File: config.mk
export PLATFORM = sky130hd
export DESIGN_NAME = kap_issue_seq
export DESIGN_NICKNAME = d
export VERILOG_FILES = /design/src/rtl/kap_issue_pkg.sv /design/src/rtl/kap_issue_fifo.sv /design/src/rtl/kap_issue_seq.sv
export SDC_FILE = /design/constraint.sdc
export NUM_CORES = 1
export LEC_CHECK = 0
export ABC_AREA = 1
export CAP_MARGIN = 20
export CELL_PAD_IN_SITES_DETAIL_PLACEMENT = 0
export CELL_PAD_IN_SITES_GLOBAL_PLACEMENT = 1
export CORE_AREA = 5 5 194 196
export CTS_CLUSTER_SIZE = 14
export DETAILED_ROUTE_END_ITERATION = 10
export DIE_AREA = 0 0 199 201
export GPL_TIMING_DRIVEN = 0
export PLACE_DENSITY = 0.8
export SETUP_SLACK_MARGIN = 0.4
export SLEW_MARGIN = 20
export SYNTH_ARGS = -nofsm -noshare
export SYNTH_HDL_FRONTEND = slang
export SYNTH_SLANG_ARGS = --single-unit
File: constraint.sdc
create_clock -name clk -period 2.95 [get_ports clk]
set_input_delay 0.4425 -clock clk [delete_from_list [all_inputs] [get_ports clk]]
set_output_delay 0.4425 -clock clk [all_outputs]
set_load 0.02 [all_outputs]
File: src/rtl/kap_issue_pkg.sv
// Shared types and default widths for the kap issue sequencer.
// The FIFO and the top-level FSM both import this package.
package kap_issue_pkg;

   localparam int KAP_CFG_W = 32;
   localparam int KAP_REP_W = 8;
   localparam int KAP_CNT_W = 16;

   typedef enum logic {
      KIS_IDLE  = 1'b0,
      KIS_ISSUE = 1'b1
   } kis_state_e;

   // The completed-transfer counter wraps 0xFFFF -> 0.
   function automatic logic [KAP_CNT_W-1:0] kis_cnt_inc(input logic [KAP_CNT_W-1:0] cnt);
      return cnt + 16'd1;
   endfunction

endpackage

File: src/rtl/kap_issue_fifo.sv
// Synchronous instruction FIFO. Occupancy, full and empty are held in registers,
// so the upstream accept signal never depends on the same-cycle pop.
module kap_issue_fifo
   import kap_issue_pkg::*;
#(
   parameter int DEPTH = 8,
   parameter int W     = KAP_CFG_W + KAP_REP_W,
   localparam int AW   = $clog2(DEPTH),
   localparam int LW   = $clog2(DEPTH + 1)
) (
   input  logic          clk,
   input  logic          reset,
   input  logic          push_i,
   input  logic [W-1:0]  wdata_i,
   input  logic          pop_i,
   output logic [W-1:0]  rdata_o,
   output logic          full_o,
   output logic          empty_o,
   output logic [LW-1:0] level_o
);

   logic [W-1:0]  mem_q [DEPTH];
   logic [AW-1:0] wr_ptr_q;
   logic [AW-1:0] rd_ptr_q;
   logic [LW-1:0] level_q;
   logic [LW-1:0] level_d;
   logic          full_q;
   logic          empty_q;
   logic          push_s;
   logic          pop_s;

   // Gate requests against the registered flags.
   always_comb begin
      push_s = push_i & ~full_q;
      pop_s  = pop_i & ~empty_q;
   end

   // Next occupancy from the accepted push/pop pair.
   always_comb begin
      level_d = level_q;
      case ({push_s, pop_s})
         2'b10:   level_d = level_q + LW'(1);
         2'b01:   level_d = level_q - LW'(1);
         default: level_d = level_q;
      endcase
   end

   // Pointers, occupancy and flags.
   always_ff @(posedge clk or posedge reset) begin
      if (reset) begin
         wr_ptr_q <= '0;
         rd_ptr_q <= '0;
         level_q  <= '0;
         full_q   <= 1'b0;
         empty_q  <= 1'b1;
      end else begin
         if (push_s) begin
            wr_ptr_q <= wr_ptr_q + AW'(1);
         end
         if (pop_s) begin
            rd_ptr_q <= rd_ptr_q + AW'(1);
         end
         level_q <= level_d;
         full_q  <= (level_d == LW'(DEPTH));
         empty_q <= (level_d == LW'(0));
      end
   end

   // Storage needs no reset: pointers define which entries are valid.
   always_ff @(posedge clk) begin
      if (push_s) begin
         mem_q[wr_ptr_q] <= wdata_i;
      end
   end

   assign rdata_o = mem_q[rd_ptr_q];
   assign full_o  = full_q;
   assign empty_o = empty_q;
   assign level_o = level_q;

endmodule

File: src/rtl/kap_issue_seq.sv
// Issue sequencer: queues kap instructions and replays each one rep+1 times
// on a registered req/ack handshake towards the kap control fork.
module kap_issue_seq
   import kap_issue_pkg::*;
#(
   parameter int DEPTH = 8,
   parameter int CFG_W = KAP_CFG_W,
   parameter int REP_W = KAP_REP_W,
   localparam int LW   = $clog2(DEPTH + 1)
) (
   input  logic                 clk,
   input  logic                 reset,
   input  logic                 t_instr_req,
   output logic                 t_instr_ack,
   input  logic [CFG_W-1:0]     t_instr_cfg,
   input  logic [REP_W-1:0]     t_instr_rep,
   output logic                 i_kap_req,
   input  logic                 i_kap_ack,
   output logic [CFG_W-1:0]     i_kap_cfg,
   output logic                 i_kap_last,
   input  logic                 hold,
   output logic [LW-1:0]        fifo_level,
   output logic [KAP_CNT_W-1:0] issued_cnt,
   output logic                 idle
);

   localparam int FW = CFG_W + REP_W;

   kis_state_e           state_q;
   logic [CFG_W-1:0]     cur_cfg_q;
   logic [REP_W-1:0]     rem_q;
   logic                 req_q;
   logic                 last_q;
   logic [KAP_CNT_W-1:0] cnt_q;

   logic                 fifo_full_s;
   logic                 fifo_empty_s;
   logic                 push_s;
   logic                 load_s;
   logic                 xfer_s;
   logic [FW-1:0]        fifo_wdata_s;
   logic [FW-1:0]        fifo_rdata_s;
   logic [CFG_W-1:0]     head_cfg_s;
   logic [REP_W-1:0]     head_rep_s;

   assign t_instr_ack  = ~fifo_full_s & ~reset;
   assign push_s       = t_instr_req & t_instr_ack;
   assign fifo_wdata_s = {t_instr_cfg, t_instr_rep};
   assign head_cfg_s   = fifo_rdata_s[FW-1:REP_W];
   assign head_rep_s   = fifo_rdata_s[REP_W-1:0];

   kap_issue_fifo #(
      .DEPTH (DEPTH),
      .W     (FW)
   ) u_fifo (
      .clk     (clk),
      .reset   (reset),
      .push_i  (push_s),
      .wdata_i (fifo_wdata_s),
      .pop_i   (load_s),
      .rdata_o (fifo_rdata_s),
      .full_o  (fifo_full_s),
      .empty_o (fifo_empty_s),
      .level_o (fifo_level)
   );

   // Load decision: from IDLE, or back-to-back after the final repetition.
   always_comb begin
      xfer_s = req_q & i_kap_ack;
      load_s = 1'b0;
      if (!fifo_empty_s && !hold) begin
         if (state_q == KIS_IDLE) begin
            load_s = 1'b1;
         end else if (xfer_s && (rem_q == REP_W'(0))) begin
            load_s = 1'b1;
         end else begin
            load_s = 1'b0;
         end
      end else begin
         load_s = 1'b0;
      end
   end

   // Issue FSM; req/cfg/last are registered so downstream ack cannot loop back.
   always_ff @(posedge clk or posedge reset) begin
      if (reset) begin
         state_q   <= KIS_IDLE;
         cur_cfg_q <= '0;
         rem_q     <= '0;
         req_q     <= 1'b0;
         last_q    <= 1'b0;
      end else begin
         case (state_q)
            KIS_IDLE: begin
               if (load_s) begin
                  state_q   <= KIS_ISSUE;
                  req_q     <= 1'b1;
                  cur_cfg_q <= head_cfg_s;
                  rem_q     <= head_rep_s;
                  last_q    <= (head_rep_s == REP_W'(0));
               end else begin
                  req_q  <= 1'b0;
                  last_q <= 1'b0;
               end
            end
            KIS_ISSUE: begin
               if (xfer_s) begin
                  if (rem_q != REP_W'(0)) begin
                     rem_q  <= rem_q - REP_W'(1);
                     last_q <= (rem_q == REP_W'(1));
                  end else if (load_s) begin
                     cur_cfg_q <= head_cfg_s;
                     rem_q     <= head_rep_s;
                     last_q    <= (head_rep_s == REP_W'(0));
                  end else begin
                     state_q <= KIS_IDLE;
                     req_q   <= 1'b0;
                     last_q  <= 1'b0;
                  end
               end else begin
                  req_q <= 1'b1;
               end
            end
            default: begin
               state_q <= KIS_IDLE;
               req_q   <= 1'b0;
               last_q  <= 1'b0;
            end
         endcase
      end
   end

   // Completed-transfer counter.
   always_ff @(posedge clk or posedge reset) begin
      if (reset) begin
         cnt_q <= '0;
      end else if (xfer_s) begin
         cnt_q <= kis_cnt_inc(cnt_q);
      end
   end

   assign i_kap_req  = req_q;
   assign i_kap_cfg  = cur_cfg_q;
   assign i_kap_last = last_q;
   assign issued_cnt = cnt_q;
   assign idle       = fifo_empty_s & (state_q == KIS_IDLE);

endmodule

==> Yosys cells after proc, flatten, opt, wreduce, memory -nomap -nowiden <==
Memories as Yosys holds them, arrays and structs flattened.
Cells that the tools add are included.
{ "word_totals": {"memories": 1, "ram_bits": 320, "in_bits": 45, "output_inout_bits": 56, "register_bits": 71} }
{ "classes": {"add_sub_neg": 6, "n_reduce_logical": 10, "mux": 26, "n_eq_ne": 8, "bitwise_logic": 10} }
{ "memory_table": {"columns": ["name", "words", "word_bits", "rd", "rd_clocked_by_memory_dff", "write_ports", "line_no", "source"], "rows": [
  ["u_fifo.mem_q", 8, 40, 1, 0, 1, "kap_issue_fifo.sv:22", "logic [W-1:0] mem_q [DEPTH];"]
]} }
{ "ops": {"columns": ["operator", "n"], "rows": [
  ["32-bit two-way mux", 3],
  ["32-bit one-hot mux with 2 select lines", 1],
  ["8-bit two-way mux", 3],
  ["16-bit by 1-bit adder with 16-bit output, second input constant", 1],
  ["8-bit zero test", 2],
  ["8-bit one-hot mux with 2 select lines", 1],
  ["1-bit two-way mux", 14],
  ["8-bit by 1-bit == test with 1-bit output, second input constant", 1],
  ["4-bit one-hot mux with 2 select lines", 1],
  ["8-bit nonzero test", 1],
  ["8-bit by 1-bit subtractor with 8-bit output, second input constant", 1],
  ["3-bit by 1-bit adder with 3-bit output, second input constant", 2],
  ["1-bit AND", 6],
  ["3-bit inequality test, second input constant", 2],
  ["1-bit one-hot mux with 2 select lines", 3],
  ["4-bit by 1-bit adder with 4-bit output, second input constant", 1],
  ["4-bit == test, second input constant", 1],
  ["4-bit zero test", 1],
  ["1-bit NOT", 4],
  ["2-bit AND reduction", 2],
  ["4-bit by 1-bit subtractor with 4-bit output, second input constant", 1],
  ["2-bit by 1-bit == test with 1-bit output, second input constant", 1],
  ["2-bit == test, second input constant", 1],
  ["1-bit logical AND", 2],
  ["3 further kinds", 4]
]} }

==> Longest topological paths before layout <==
Gate-level depths: netlist of the first run.
{ "logic_depth": {"depth_word": 9, "depth_mapped": 16} }

==> By module <==
A second synthesis of the first run with hierarchy kept.
{ "unflattened": {"cells_unflattened": 1350, "area_unflattened_um2": 15854.0} }
{ "by_module_without_submodules": {"columns": ["mod", "cells_each", "area_each_um2", "instances", "seq_area_each_um2"], "rows": [
  ["kap_issue_fifo", 994, 13007.5, 1, 9910.8],
  ["kap_issue_seq", 356, 2846.5, 1, 1476.4]
]} }

==> Worst setup path before layout of the first run <==
OpenSTA, ideal clock, no wires.
{ "synth_path": {"kind": "in2reg", "startpoint": "in reset", "endpoint": "mem u_fifo.mem_q[0][0] in the netlist's numbering (enable)", "setup_time_ns": 0.437, "required_time_ns": 2.513, "arrival_time_ns": 3.062, "setup_slack_ns": -0.549, "cell_stages": 4, "path_cell_list": "nor2_1 -> nand2_1 -> or2_2 -> nor2_1"} }
{ "synth_via": {"elab_chain_len": 6} }
{ "synth_rtl": {"columns": ["item", "line_no", "source"], "rows": [
  ["start, declared", "kap_issue_seq.sv:12", "input logic reset,"],
  ["1-bit NOT", "kap_issue_seq.sv:46", "assign t_instr_ack = ~fifo_full_s & ~reset;"],
  ["1-bit AND", "kap_issue_seq.sv:46", null],
  ["1-bit AND", "kap_issue_seq.sv:47", "assign push_s = t_instr_req & t_instr_ack;"],
  ["1-bit AND", "kap_issue_fifo.sv:34", "push_s = push_i & ~full_q;"],
  ["1-bit two-way mux", "kap_issue_fifo.sv:71", "if (push_s) begin"],
  ["1-bit two-way mux (implied by the code)", "kap_issue_fifo.sv:72", "mem_q[wr_ptr_q] <= wdata_i;"],
  ["end, declared", "kap_issue_fifo.sv:22", null]
]} }
Every way passes these cells.

==> Worst setup path after layout of the first run <==
{ "layout_path": {"startpoint": "in reset", "endpoint": "mem u_fifo.mem_q[0][12] in the netlist's numbering (enable)"} }
Same word-level chain as after synthesis.

==> impl_metrics.tcl, run 1 <==
set metrics [dict create \
    die-width_um 199 \
    start_util_pct 43.0 \
    cp_top_family "simple AND/OR/NAND/NOR gates" \
    synth_area_mm2 0.0154 \
    ant_nets 0 \
    maxClockFrequency_mhz 415 \
    path_class "primary input to flop" \
    worstMarginPinSlew_ns 0.771 \
    end_kind "flop" \
    io_pins 101 \
    antenna_found_initial 2 \
    cts_tree "yes" \
    root_buffer "clkbuf_16" \
    relSlewSlack_pct 48.6 \
    p_comb_share_pct 32.4 \
    vdd.ir_drop.worst_v 0.000593 \
    avgSynthCellArea_um2 12.6 \
    vias 10300 \
    overflow 0 \
    clockBufferDepth 3 \
    ys_seq_area_share_pct 73.8 \
    worstHoldPathType "primary input to asynchronous set/reset pin" \
    p_sw_mw 6.36 \
    cp-start-kind "primary input" \
    syn_inst 1222 \
    synth.net_count 1275 \
    drtIter0Drc 868 \
    synth_top_area_share_pct 62.2 \
    power.internal_mw 11.7 \
    post_drt_wl_per_cell_um 20.8 \
    port_buffers 100 \
    drt-total-wl_um 39300 \
    die_area_mm2 0.0400 \
    synth.distinct_cells 41 \
    dp_hpwl_um 25100 \
    grt_usage_pct 19.2 \
    core_area_mm2 0.0359 \
    area_growth_pct 22.4 \
    synth_top_area_cell "edfxtp_1" \
    cpPeakStageDelay_ns 0.46 \
    clock_latency_ns 0.56 \
    htreeDepth 2 \
    die_h_um 201 \
    power_frac_seq_pct 39.2 \
    critPathArrivalTime_ns 2.66 \
    fin_crit_sh_pct 81.7 \
    hold_viol 0 \
    ys_ff_latch 391 \
    fin_nets 1439 \
    crit_chain "clkdlybuf4s50_1 -> nor2_1 -> nand2_1 -> or2_2 -> nor2_4 -> buf_12 -> buf_8" \
    via_per_inst 5.46 \
    ys_top_cells_by_area "edfxtp_1, dfrtp_1, nor2_1" \
    setup_viol 0 \
    reg2reg_to "u_fifo.mem_q[0][12]" \
    cts.clk_slew.worst_paths_ns 0.06 \
    cts_made_buffers 42 \
    crit_required_ns 3.20 \
    slew_violations 0 \
    fin_setup_tns_ns 0 \
    gp_congestion 0.771 \
    yosys_warnings 0 \
    critPathBufInv 3 \
    layout-drive-gt1-share_pct 10.8 \
    placed_cells 1807 \
    cap_violations 0 \
    crit_path_top_delay_cell "clkdlybuf4s50_1" \
    ff2ff_setup_slack_ns 0.57 \
    r2r_cells 6 \
    grt_pass1_wl_um 59400 \
    p_clk_share_pct 28.4 \
    finalCriticalPeriod_ns 2.41 \
    switching_share_pct 35.1 \
    num_rows 70 \
    cts.sinks 391 \
    grt_pass1_vias 10200 \
    grt_max_degree 49 \
    path_max_fanout 18 \
    cellLeakagePower_nw 6.66 \
    pwr_density_cell_mw_per_mm2 957 \
    status "finished, final reports clean" \
    finalNonFillerCells 1888 \
    rsz0062_at_grt "false" \
    dr.pass1.iters 5 \
    drc_errors 0 \
    fin_worst_skew_ns 0.0267 \
    r2r_start "u_fifo.full_o" \
]
## layout by cell type (no fill, tap or decap), types with 7 or more instances in the layout
| cell type | instances |
|---|---|
| edfxtp_1 | 320 |
| buf_2 | 24 |
| inv_2 | 12 |
| nand3_1 | 11 |
| nand2_1 | 129 |
| a21oi_1 | 8 |
| dfrtp_1 | 70 |
| nor2_1 | 210 |
| nor2_4 | 12 |
| o22ai_1 | 80 |
| o21ai_0 | 124 |
| ha_1 | 8 |
| clkdlybuf4s50_1 | 100 |
| a31oi_1 | 36 |
| inv_1 | 26 |
| xor2_1 | 11 |
| o21ai_1 | 53 |
| clkinv_2 | 7 |
| xnor2_1 | 7 |
| buf_16 | 13 |
| clkbuf_16 | 42 |
| clkbuf_1 | 50 |
| clkinv_1 | 8 |
## how the worst max path moves through the flow
stage | to | slack [ns] | from | cells past startpoint
floorplan | u_fifo.mem_q[0][0] | 0.1 | reset | 4
global placement | u_fifo.mem_q[0][24] | -1.25 | reset | 5
detailed placement | u_fifo.empty_o | -0.29 | i_kap_ack | 14
CTS | u_fifo.empty_o | 0.42 | rem_q[0] | 15
global route | u_fifo.mem_q[1][32] | 0.41 | reset | 8
finish | u_fifo.mem_q[0][12] | 0.54 | reset | 7
## flip-flops by register name, indices dropped and copies added (netlist names)
name / cells
i_kap_cfg: 32
i_kap_last: 1
i_kap_req: 1
issued_cnt: 16
rem_q: 8
state_q: 1
u_fifo.empty_o: 1
u_fifo.full_o: 1
u_fifo.level_o: 4
u_fifo.mem_q: 320
u_fifo.rd_ptr_q: 3
u_fifo.wr_ptr_q: 3
## metal layers
layer  global-route usage, %  up-vias  routed length [µm]  part of all wire (%)
met3                    4.04       74                3130                   8.0
met5                       0        -                  20                 0.051
met1                    26.5     5063               16500                    42
met2                    31.5      418               18800                    48
met4                    4.81        2                 899                   2.3
li1                        -     4755                   -                     -
## timing repair
item	CTS	global route
hold buffers	0	0
setup endpoints to repair	5	2
setup buffers	1	2
pin swaps	0	1
resized for setup	5	3
## synth_stat cells
master    number
nand4_1        5
dfrtp_1       70
a32oi_1        1
nor3_1         2
o21ai_1       53
buf_2         25
clkbuf_1      39
nand3_2        4
o221a_1        1
nor2_2         1
nand2_1      129
o21ai_0      124
xnor2_2        1
xor2_1        11
inv_2         10
nand2_2        6
edfxtp_1     320
a21oi_2        2
buf_6          3
inv_1         30
ha_1           8
nand3_1       11
nor2_1       218
nor4_1         1
o22ai_1       80
clkinv_1       1
a32o_1         1
a31oi_1       36
xnor2_1        7
a21oi_1        8
inv_4          1
o32ai_1        1
nand2_4        1
or2_2          1
nand3b_4       1
or2_1          1
o31ai_1        1
dfstp_2        1
nor3b_2        1
o211ai_1       1
nor2_4         4
## through the flow
step / area (µm²) / setup WS, ns / hold slack (ns) / total power, mW / util, %
global placement: 17100 / -1.25 / 0.490 / 12.8 / 47.5
floorplan: 15500 / 0.0964 / 0.493 / 10.6 / -
CTS: 18900 / 0.417 / 0.280 / 18.2 / 52.6
finish: 18900 / 0.541 / 0.280 / 18.1 / 52.6
detailed placement: 17500 / -0.288 / 0.489 / 13.0 / 48.8
global route: 18900 / 0.408 / 0.318 / 19.0 / 52.6
## kinds of logic after synthesis
kind of cell	after synthesis	share of synthesized area (%)
flip-flops	391	73.8
AND/OR/NAND/NOR	386	10.3
AO/OA/AOI/OAI	309	11.2
buffers and inverters	109	3.01
XOR/XNOR	19	1.13
adder cells (fa/ha/maj)	8	0.648
## worst reg2reg max path: cells and delay by family (launching register included)
family	cells	cell delay [ns]
AND/OR/NAND/NOR	4	1.26
flip-flops	1	0.37
buffers and inverters	2	0.46
## area by class of cell
type                    instances  area (µm²)
inverters                      42         168
diodes                          1        2.50
clock buffers                  54        1110
flip-flops and latches        391       11400
well taps                     468         586
repair buffers                120        1450
plain buffers                  67         312
multi-input cells             722        3650
fillers                      3081       17000
clock inverters                23         240
## power groups by stage
stage | Combinational, mW | Sequential [mW] | Clock, mW
floorplan | 3.14 | 7.46 | 0
global placement | 5.58 | 7.21 | 0
detailed placement | 5.82 | 7.20 | 0
CTS | 5.86 | 7.10 | 5.21
global route | 6.39 | 7.17 | 5.43
finish | 5.86 | 7.10 | 5.14
Note: power is estimated with default switching activity, not from simulation.
==> inputs of run 2 (changes only) <==
- clock period: 2.95 -> 1.9 ns (I/O delays scaled with it)
==> run 2 against run 1 <==
The run now ends with setup timing left. Routed wire length is 23% higher. Critical path depth stayed put. Clock skew is 0.0054 ns higher. Critical path type is now flop to flop. Critical endpoint is now i_kap_cfg[24]. Highest routed layer unchanged.
==> impl_metrics.tcl, run 2 (synthesis results as in run 1) <==
set metrics [dict create \
    ff2ff_setup_slack_ns -0.17 \
    vias 11600 \
    drtIter0Drc 1266 \
    power_frac_seq_pct 35.8 \
    stdcell_area_mm2 0.0219 \
    final_cell_mix "edfxtp_1, nor2_1, nand2_1" \
    critPathBufInv 3 \
    cts_hold_buf 0 \
    start_util_pct 43.0 \
    finalCriticalPeriod_ns 2.07 \
    grt_pass1_wl_um 66400 \
    relSlewSlack_pct 57.8 \
    cts.clk_slew.worst_paths_ns 0.06 \
    setup_viol 32 \
    cts_made_buffers 41 \
    crit_chain "inv_4 -> buf_4 -> buf_2 -> o21ai_0 -> o22ai_1 -> nand2_1 -> a31oi_4" \
    io_pins 101 \
    worstHoldPathType "primary input to asynchronous set/reset pin" \
    r2r_start "u_fifo.rd_ptr_q[1]" \
    port_buffers 100 \
    worstSetupPathDepth 7 \
    end_kind "flop" \
    status "complete, but fails checks" \
    finalNonFillerCells 2030 \
    die-width_um 199 \
    gp_congestion 0.765 \
    violations "setup timing" \
    pwr_density_cell_mw_per_mm2 1420 \
    vdd.ir_drop.worst_v 0.000785 \
    die_h_um 201 \
    cellLeakagePower_nw 8.04 \
    fin_nets 1581 \
    crit_required_ns 2.35 \
    dr.pass1.iters 5 \
    slew_violations 0 \
    drc_errors 0 \
    placed_cells 1808 \
    worstMarginPinSlew_ns 0.631 \
    dp_slack_ns -0.723 \
    cts.sinks 391 \
    grt_max_degree 26 \
    fin_setup_tns_ns -1.71 \
    dpl-instance-area_mm2 0.0177 \
    cap_violations 0 \
    overflow 0 \
    largest-register "u_fifo.mem_q" \
    p_comb_share_pct 39.0 \
    topRoutingLayerUsed "met5" \
    ant_nets 0 \
    area_growth_pct 41.9 \
    maxClockFrequency_mhz 482 \
    p_clk_share_pct 25.2 \
    cp_top_family "buffers and inverters" \
    rsz0062_at_grt "true" \
    cts_tree "yes" \
    power.total_mw 31.1 \
    clock_latency_ns 0.56 \
    grt_pass1_vias 11200 \
    layout-drive-gt1-share_pct 31.4 \
    switching_share_pct 36.3 \
    r2r_cells 7 \
    critPathArrivalTime_ns 2.52 \
    die_area_mm2 0.0400 \
    root_buffer "clkbuf_16" \
    setup_ws_ns -0.174 \
    post_drt_wl_per_cell_um 23.9 \
    fin_worst_skew_ns 0.0321 \
    reg2reg_to "i_kap_cfg[24]" \
    cpPeakStageDelay_ns 0.51 \
    core_area_mm2 0.0359 \
    p_sw_mw 11.3 \
    fin_crit_sh_pct 109 \
    crit_start "u_fifo.rd_ptr_q[1]" \
    mostFrequentLayoutCell "edfxtp_1" \
    largest_reg_flops 320 \
    htreeDepth 2 \
    path_class "flop to flop" \
    num_rows 70 \
    crit_path_top_delay_cell "dfrtp_2" \
    antenna_found_initial 2 \
    path_max_fanout 10 \
    dp_hpwl_um 25300 \
    met1_length_um 18700 \
    wl_met3_um 4910 \
    clockBufferDepth 3 \
    power.internal_mw 19.8 \
    drt-total-wl_um 48500 \
    grt_usage_pct 21.6 \
    wl_met2_um 23700 \
    cp-start-kind "flop" \
    hold_viol 0 \
    via_per_inst 5.69 \
]
[run 2: worst max path at each step]
stage | to | slack, ns
after global placement | u_fifo.mem_q[0][24] | -1.09
final | i_kap_cfg[24] | -0.17
after CTS | u_fifo.empty_o | -0.22
after global routing | u_fifo.empty_o | -0.31
after detailed placement | u_fifo.empty_o | -0.72
after floorplan | u_fifo.mem_q[0][0] | -0.14
[run 2: area by class of cell]
type	count	area (µm²)
Timing Repair Buffer	263	3590
Clock buffer	58	1140
Multi-Input combinational cell	722	4150
Inverter	42	198
Fill cell	2628	14000
Clock inverter	17	164
Antenna cell	2	5.00
Sequential cell	391	11400
Buffer	67	679
Tap cell	468	586
[run 2: worst reg2reg max path: stages, from the launching register on]
cell	delay, ns
dfrtp_2	0.51
inv_4	0.16
buf_4	0.22
buf_2	0.28
o21ai_0	0.16
o22ai_1	0.29
nand2_1	0.18
a31oi_4	0.19
[run 2: timing repair]
action	CTS	global route
resized for setup	385	143
setup buffers	70	37
pin swaps	45	42
endpoints found under the setup margin	431	399
gates cloned	20	18
[run 2: per-stage QoR]
step | hold WS (ns) | util (%)
after detailed placement | 0.497 | 49.4
after floorplan | 0.378 | -
after global placement | 0.490 | 48.2
final | 0.297 | 61.0
after CTS | 0.312 | 58.0
after global routing | 0.349 | 61.0
[run 2: power groups by stage]
stage / logic, mW / clock network [mW] / registers [mW]
finish: 12.1 / 7.83 / 11.1
global route: 12.9 / 8.24 / 11.2
CTS: 10.7 / 7.88 / 11.1
detailed placement: 9.15 / 0 / 11.2
global placement: 8.81 / 0 / 11.2
floorplan: 5.01 / 0 / 11.6
[run 2: layer usage]
layer / global-route usage, % / up-vias
met3: 3.86 / 98
met2: 35.3 / 674
met4: 6.91 / 2
li1: - / 5059
met1: 29.7 / 5727
met5: 0 / -
